### src/rtl/kal_div_pkg.sv
// Shared types and constants for the 32-bit signed AXI-Stream divider.
package kal_div_pkg;

  localparam int DATA_W = 32;
  localparam int CNT_W  = 6;

  typedef enum logic [1:0] {
    IDLE = 2'd0,
    CALC = 2'd1,
    FIX  = 2'd2,
    DONE = 2'd3
  } state_t;

  localparam logic [DATA_W-1:0] Q_POS_SAT = 32'h7FFF_FFFF;
  localparam logic [DATA_W-1:0] Q_NEG_SAT = 32'h8000_0000;
  localparam int unsigned       ITER_LAST = 0;

  // -2^31 maps to 0x80000000, which is the correct unsigned magnitude.
  function automatic logic [DATA_W-1:0] mag(input logic [DATA_W-1:0] x);
    return x[DATA_W-1] ? (~x + 1'b1) : x;
  endfunction

endpackage

### src/rtl/kal_udiv_core.sv
// Unsigned restoring divider: load captures operands, each step retires one quotient bit (32 steps).
// No flow control of its own; the owning FSM decides when to load and step.
module kal_udiv_core
  import kal_div_pkg::*;
(
  input  logic              i_clk,
  input  logic              i_rst_n,
  input  logic              i_load,
  input  logic              i_step,
  input  logic [DATA_W-1:0] i_dvd_mag,
  input  logic [DATA_W-1:0] i_dvs_mag,
  output logic [DATA_W-1:0] o_quo,
  output logic [DATA_W-1:0] o_rem,
  output logic              o_last
);

  logic [DATA_W-1:0] p_q, p_d;
  logic [DATA_W-1:0] q_q, q_d;
  logic [DATA_W-1:0] dvs_q, dvs_d;
  logic [CNT_W-1:0]  cnt_q, cnt_d;
  logic [DATA_W:0]   shifted;
  logic [DATA_W:0]   diff;

  // q_q starts as the dividend; its MSBs shift out into the remainder
  // while quotient bits shift in at the LSB.
  always_comb begin
    p_d     = p_q;
    q_d     = q_q;
    dvs_d   = dvs_q;
    cnt_d   = cnt_q;
    shifted = {p_q, q_q[DATA_W-1]};
    diff    = shifted - {1'b0, dvs_q};
    if (i_load) begin
      p_d   = '0;
      q_d   = i_dvd_mag;
      dvs_d = i_dvs_mag;
      cnt_d = CNT_W'(DATA_W - 1);
    end else if (i_step) begin
      if (!diff[DATA_W]) begin
        p_d = diff[DATA_W-1:0];
        q_d = {q_q[DATA_W-2:0], 1'b1};
      end else begin
        p_d = shifted[DATA_W-1:0];
        q_d = {q_q[DATA_W-2:0], 1'b0};
      end
      cnt_d = cnt_q - CNT_W'(1);
    end
  end

  always_ff @(posedge i_clk or negedge i_rst_n) begin
    if (!i_rst_n) begin
      p_q   <= '0;
      q_q   <= '0;
      dvs_q <= '0;
      cnt_q <= '0;
    end else begin
      p_q   <= p_d;
      q_q   <= q_d;
      dvs_q <= dvs_d;
      cnt_q <= cnt_d;
    end
  end

  assign o_quo  = q_q;
  assign o_rem  = p_q;
  assign o_last = (cnt_q == CNT_W'(ITER_LAST));

endmodule

### src/rtl/kal_div32_axis.sv
// Signed 32-bit divider on AXI-Stream: fixed 33-clock accept-to-valid latency, one result per 35 clocks.
// Operands accepted only as a pair; result held bit-stable in DONE until i_dout_tready.
module kal_div32_axis
  import kal_div_pkg::*;
(
  input  logic              i_clk,
  input  logic              i_rst_n,
  input  logic              i_dividend_tvalid,
  output logic              o_dividend_tready,
  input  logic [DATA_W-1:0] i_dividend_tdata,
  input  logic              i_divisor_tvalid,
  output logic              o_divisor_tready,
  input  logic [DATA_W-1:0] i_divisor_tdata,
  output logic              o_dout_tvalid,
  input  logic              i_dout_tready,
  output logic [DATA_W-1:0] o_dout_tdata,
  output logic [DATA_W-1:0] o_dout_rem,
  output logic              o_dout_divzero,
  output logic              o_dout_ovf
);

  state_t            state_q, state_d;
  logic              rdy_q, rdy_d;
  logic              q_neg_q, q_neg_d;
  logic              r_neg_q, r_neg_d;
  logic              dz_q, dz_d;
  logic              ovf_q, ovf_d;
  logic              vld_q, vld_d;
  logic [DATA_W-1:0] dat_q, dat_d;
  logic [DATA_W-1:0] rem_q, rem_d;
  logic              odz_q, odz_d;
  logic              oovf_q, oovf_d;

  logic              accept;
  logic              core_load;
  logic              core_step;
  logic              core_last;
  logic [DATA_W-1:0] core_quo;
  logic [DATA_W-1:0] core_rem;

  assign accept = rdy_q & i_dividend_tvalid & i_divisor_tvalid;

  kal_udiv_core u_core (
    .i_clk     (i_clk),
    .i_rst_n   (i_rst_n),
    .i_load    (core_load),
    .i_step    (core_step),
    .i_dvd_mag (mag(i_dividend_tdata)),
    .i_dvs_mag (mag(i_divisor_tdata)),
    .o_quo     (core_quo),
    .o_rem     (core_rem),
    .o_last    (core_last)
  );

  always_comb begin
    state_d   = state_q;
    q_neg_d   = q_neg_q;
    r_neg_d   = r_neg_q;
    dz_d      = dz_q;
    ovf_d     = ovf_q;
    vld_d     = vld_q;
    dat_d     = dat_q;
    rem_d     = rem_q;
    odz_d     = odz_q;
    oovf_d    = oovf_q;
    core_load = 1'b0;
    core_step = 1'b0;
    case (state_q)
      IDLE: begin
        if (accept) begin
          core_load = 1'b1;
          q_neg_d   = i_dividend_tdata[DATA_W-1] ^ i_divisor_tdata[DATA_W-1];
          r_neg_d   = i_dividend_tdata[DATA_W-1];
          dz_d      = (i_divisor_tdata == '0);
          ovf_d     = (i_dividend_tdata == Q_NEG_SAT) && (i_divisor_tdata == '1);
          state_d   = CALC;
        end
      end
      CALC: begin
        core_step = 1'b1;
        if (core_last) state_d = FIX;
      end
      FIX: begin
        // With a zero divisor the core leaves |dividend| in the remainder,
        // so the signed remainder already equals the dividend.
        dat_d  = q_neg_q ? (~core_quo + 1'b1) : core_quo;
        rem_d  = r_neg_q ? (~core_rem + 1'b1) : core_rem;
        if (dz_q) begin
          dat_d = r_neg_q ? Q_NEG_SAT : Q_POS_SAT;
        end else if (ovf_q) begin
          dat_d = Q_POS_SAT;
        end
        odz_d   = dz_q;
        oovf_d  = ovf_q;
        vld_d   = 1'b1;
        state_d = DONE;
      end
      DONE: begin
        if (i_dout_tready) begin
          vld_d   = 1'b0;
          state_d = IDLE;
        end
      end
      default: state_d = IDLE;
    endcase
    rdy_d = (state_d == IDLE);
  end

  always_ff @(posedge i_clk or negedge i_rst_n) begin
    if (!i_rst_n) begin
      state_q <= IDLE;
      rdy_q   <= 1'b0;
      q_neg_q <= 1'b0;
      r_neg_q <= 1'b0;
      dz_q    <= 1'b0;
      ovf_q   <= 1'b0;
      vld_q   <= 1'b0;
      dat_q   <= '0;
      rem_q   <= '0;
      odz_q   <= 1'b0;
      oovf_q  <= 1'b0;
    end else begin
      state_q <= state_d;
      rdy_q   <= rdy_d;
      q_neg_q <= q_neg_d;
      r_neg_q <= r_neg_d;
      dz_q    <= dz_d;
      ovf_q   <= ovf_d;
      vld_q   <= vld_d;
      dat_q   <= dat_d;
      rem_q   <= rem_d;
      odz_q   <= odz_d;
      oovf_q  <= oovf_d;
    end
  end

  assign o_dividend_tready = rdy_q;
  assign o_divisor_tready  = rdy_q;
  assign o_dout_tvalid     = vld_q;
  assign o_dout_tdata      = dat_q;
  assign o_dout_rem        = rem_q;
  assign o_dout_divzero    = odz_q;
  assign o_dout_ovf        = oovf_q;

endmodule

### config.mk
export PLATFORM = sky130hd
export DESIGN_NAME = kal_div32_axis
export DESIGN_NICKNAME = d
export VERILOG_FILES = /design/src/rtl/kal_div_pkg.sv /design/src/rtl/kal_udiv_core.sv /design/src/rtl/kal_div32_axis.sv
export SDC_FILE = /design/constraint.sdc
export NUM_CORES = 1
export LEC_CHECK = 0
export BUFFER_PORTS_ARGS = -buffer_cell sky130_fd_sc_hd__buf_2
export CAP_MARGIN = 30
export CORE_AREA = 2 2 176 178
export DETAILED_ROUTE_END_ITERATION = 10
export DIE_AREA = 0 0 178 180
export GPL_TIMING_DRIVEN = 1
export HOLD_SLACK_MARGIN = 0.05
export PLACE_DENSITY_LB_ADDON = 0.08
export SYNTH_ARGS = -nofsm -noshare
export SYNTH_HDL_FRONTEND = slang
export SYNTH_HIERARCHICAL = 1
export SYNTH_SLANG_ARGS = --single-unit
### constraint.sdc
create_clock -name i_clk -period 10.5 [get_ports i_clk]
set_clock_uncertainty 0.2 [all_clocks]
set_input_delay 1.05 -clock i_clk [delete_from_list [all_inputs] [get_ports i_clk]]
set_output_delay 1.05 -clock i_clk [all_outputs]
set_load 0.005 [all_outputs]
==> impl_metrics.env <==
export IMPL_status="complete, no violations"
export IMPL_area_delta_synth_final_pct=13.4
export IMPL_core_area_um2=30200
export IMPL_postCtsHoldBufs=0
export IMPL_cts_setup_buffers=0
export IMPL_cts_tree="yes"
export IMPL_grt_setup_unrepaired="false"
export IMPL_place_gp_congestion=0.867
export IMPL_grt_ovfl_total=0
export IMPL_portBuffers=137
export IMPL_slew_headroom=0.337
export IMPL_syn_avg_cell_area_um2=8.52
export IMPL_setup_tns_ns=0
export IMPL_worstPathMaxFanout=17
export IMPL_synth_fp_nets=1505
export IMPL_cts_buffers=17
export IMPL_layout_cells_non_filler=1898
export IMPL_fin_crit_sh=0.384
export IMPL_dpl_worst_slack_ns=6.52
export IMPL_async_flop_share=1.00
export IMPL_p_per_area_nw_per_um2=356
export IMPL_wl_per_cell_um=17.1
export IMPL_power_uw=4800
export IMPL_ys_ff_latch=176
export IMPL_tightest_slew_ns=0.994
export IMPL_ys_seq_area_frac=0.370
export IMPL_startpoint="u_core/o_quo[31]$_DFFE_PN0P_"
export IMPL_min_period_ns=4.03
export IMPL_grt_max_degree=106
export IMPL_layout_common_cells="nand2_1 (220), o21ai_0 (179), dfrtp_1 (176)"
export IMPL_syn_inst=1396
export IMPL_hold_path_class="flop to flop"
export IMPL_synth_edff_count=0
export IMPL_slew_violations=0
export IMPL_synth_top_flop_cell="dfrtp_1"
export IMPL_cellLeakagePower_uw=0.00594
export IMPL_rr_startpoint="u_core/o_quo[31]$_DFFE_PN0P_"
export IMPL_die_area_um2=32000
export IMPL_hp_start="o_dout_rem[10]$_DFFE_PN0P_"
export IMPL_cts_reportedPaths_clkPinSlew_ns=0.07
export IMPL_hold_viol=0
export IMPL_vias_per_cell=5.41
export IMPL_yosys_warnings=6
export IMPL_fill_cells=3019
export IMPL_drtIter0Drc=655
export IMPL_start_util=0.394
export IMPL_drtAntennaViolNets=0
export IMPL_mostFrequentLayoutCell="nand2_1"
export IMPL_netlist_area_um2=11900
export IMPL_cap_violations=0
export IMPL_worstSetupStartpointType="flop"
export IMPL_drtPass1Iterations=6
export IMPL_layout_drive_gt1_share=0.139
export IMPL_grt_usage=0.205
export IMPL_synthDistinctLibCells=74
export IMPL_diodes=0
export IMPL_cts_resized=0
export IMPL_nNetsFinal=1599
export IMPL_clockBufferDepth=2
export IMPL_postLayoutSetupSlackWorst_ns=6.47
export IMPL_grt_pass1_vias=9421
export IMPL_crit_type="flop to flop"
export IMPL_vdd_drop_max_mv=0.182
export IMPL_dpl_hpwl_um=24600
export IMPL_required_ns=10.63
export IMPL_setup_violations_final=0
export IMPL_post_route_drc_count=0
export IMPL_die_y_um=180
export IMPL_dp_cells=1867
export IMPL_ioPinCount=138
export IMPL_clk_latency_ns=0.44
export IMPL_cts_sinks=176
export IMPL_die_w_um=178
export IMPL_grt_pass1_wl_um=52400
export IMPL_end_kind="flop"
export IMPL_cp_arrival_ns=4.16
export IMPL_fmax_ghz=0.248
export IMPL_vias=10275
export IMPL_cts_htree_levels=4
export IMPL_cts_root_buf="clkbuf_16"
export IMPL_drt_wl_total_um=32500
export IMPL_antenna_found_initial=0
export IMPL_row_count=64
layout make-up:
cell class                      count  area [um2]  share of cell area
Multi-Input combinational cell   1087        7000               0.519
Tap cell                          396         495              0.0367
Sequential cell                   176        4400               0.327
Timing Repair Buffer              149         811              0.0601
Inverter                           59         224              0.0166
Clock buffer                       19         443              0.0328
Clock inverter                     12         111             0.00826
layer usage:
| metal | vias up | routed length (um) | part of all wire | GRT usage |
|---|---|---|---|---|
| li1 | 5223 | - | - | - |
| met1 | 4811 | 18200 | 0.56 | 0.350 |
| met5 | - | 0 | 0 | 0 |
| met3 | 16 | 1780 | 0.055 | 0.0368 |
| met2 | 225 | 12300 | 0.38 | 0.259 |
| met4 | 0 | 219 | 0.0067 | 0.0390 |
sequential cells by signal (all words and copies together) (netlist names):
register / flops
u_core/o_quo: 32
r_neg_q: 1
o_dividend_tready: 1
state_q: 2
o_dout_ovf: 1
dz_q: 1
u_core/cnt_q: 6
ovf_q: 1
o_dout_divzero: 1
o_dout_tdata: 32
u_core/dvs_q: 32
q_neg_q: 1
o_dout_tvalid: 1
o_dout_rem: 32
u_core/o_rem: 32
synthesized netlist by cell type, types with 21 or more instances:
library cell / n / area [um2]
nand2_1: 220 / 826
o21ai_0: 179 / 896
dfrtp_1: 176 / 4400
xnor2_1: 75 / 657
nor2_1: 72 / 270
xor2_1: 70 / 613
clkbuf_1: 59 / 221
inv_1: 59 / 221
a21oi_1: 56 / 280
ha_1: 39 / 488
mux2i_1: 36 / 360
o31ai_1: 36 / 270
a311oi_1: 29 / 254
o41ai_1: 29 / 254
nand3_1: 24 / 120
a21o_1: 21 / 158
report_power, final:
part | switching (uW) | internal (uW)
sequential | 394 | 1000
clock | 281 | 333
combinational | 1630 | 1170
kinds of logic after synthesis:
family	Yosys count	share of synthesized area
flops	176	0.370
compound gates	416	0.228
fa+ha+maj	40	0.0427
simple gates	449	0.178
xor+xnor	145	0.107
buf+inv	133	0.0429
mux	37	0.0312
worst max-delay path, cell delays in order (launching register included):
cell and delay, ns:
dfrtp_1 0.43, inv_1 0.08, ha_1 0.16, inv_1 0.05
fa_1 0.41, a211o_1 0.32, a211oi_4 0.34, o211ai_2 0.17
a211oi_1 0.34, o311a_1 0.25, or2_1 0.55, buf_8 0.25
nand2_1 0.07, a311oi_1 0.31
stage by stage:
| step | area, um2 | util | hold slack (ns) |
|---|---|---|---|
| floorplan | 11900 | - | 0.267 |
| global placement | 12900 | 0.426 | 0.255 |
| detailed placement | 12900 | 0.428 | 0.261 |
| CTS | 13500 | 0.447 | 0.279 |
| global route | 13500 | 0.447 | 0.296 |
| finish | 13500 | 0.447 | 0.270 |
worst paths after layout:
check	depth (start not counted)	slack [ns]	end
min in group asynchronous	1	0.31	u_core/dvs_q[27]$_DFFE_PN0P_
setup reg to reg	13	6.47	u_core/o_rem[25]$_DFFE_PN0P_
hold / removal	2	0.27	o_dout_rem[10]$_DFFE_PN0P_
setup / recovery	13	6.47	u_core/o_rem[25]$_DFFE_PN0P_
max in group asynchronous	2	8.52	o_dout_tdata[13]$_DFFE_PN0P_
hold reg to reg	2	0.27	o_dout_rem[10]$_DFFE_PN0P_
(Power assumes the default switching activity.)
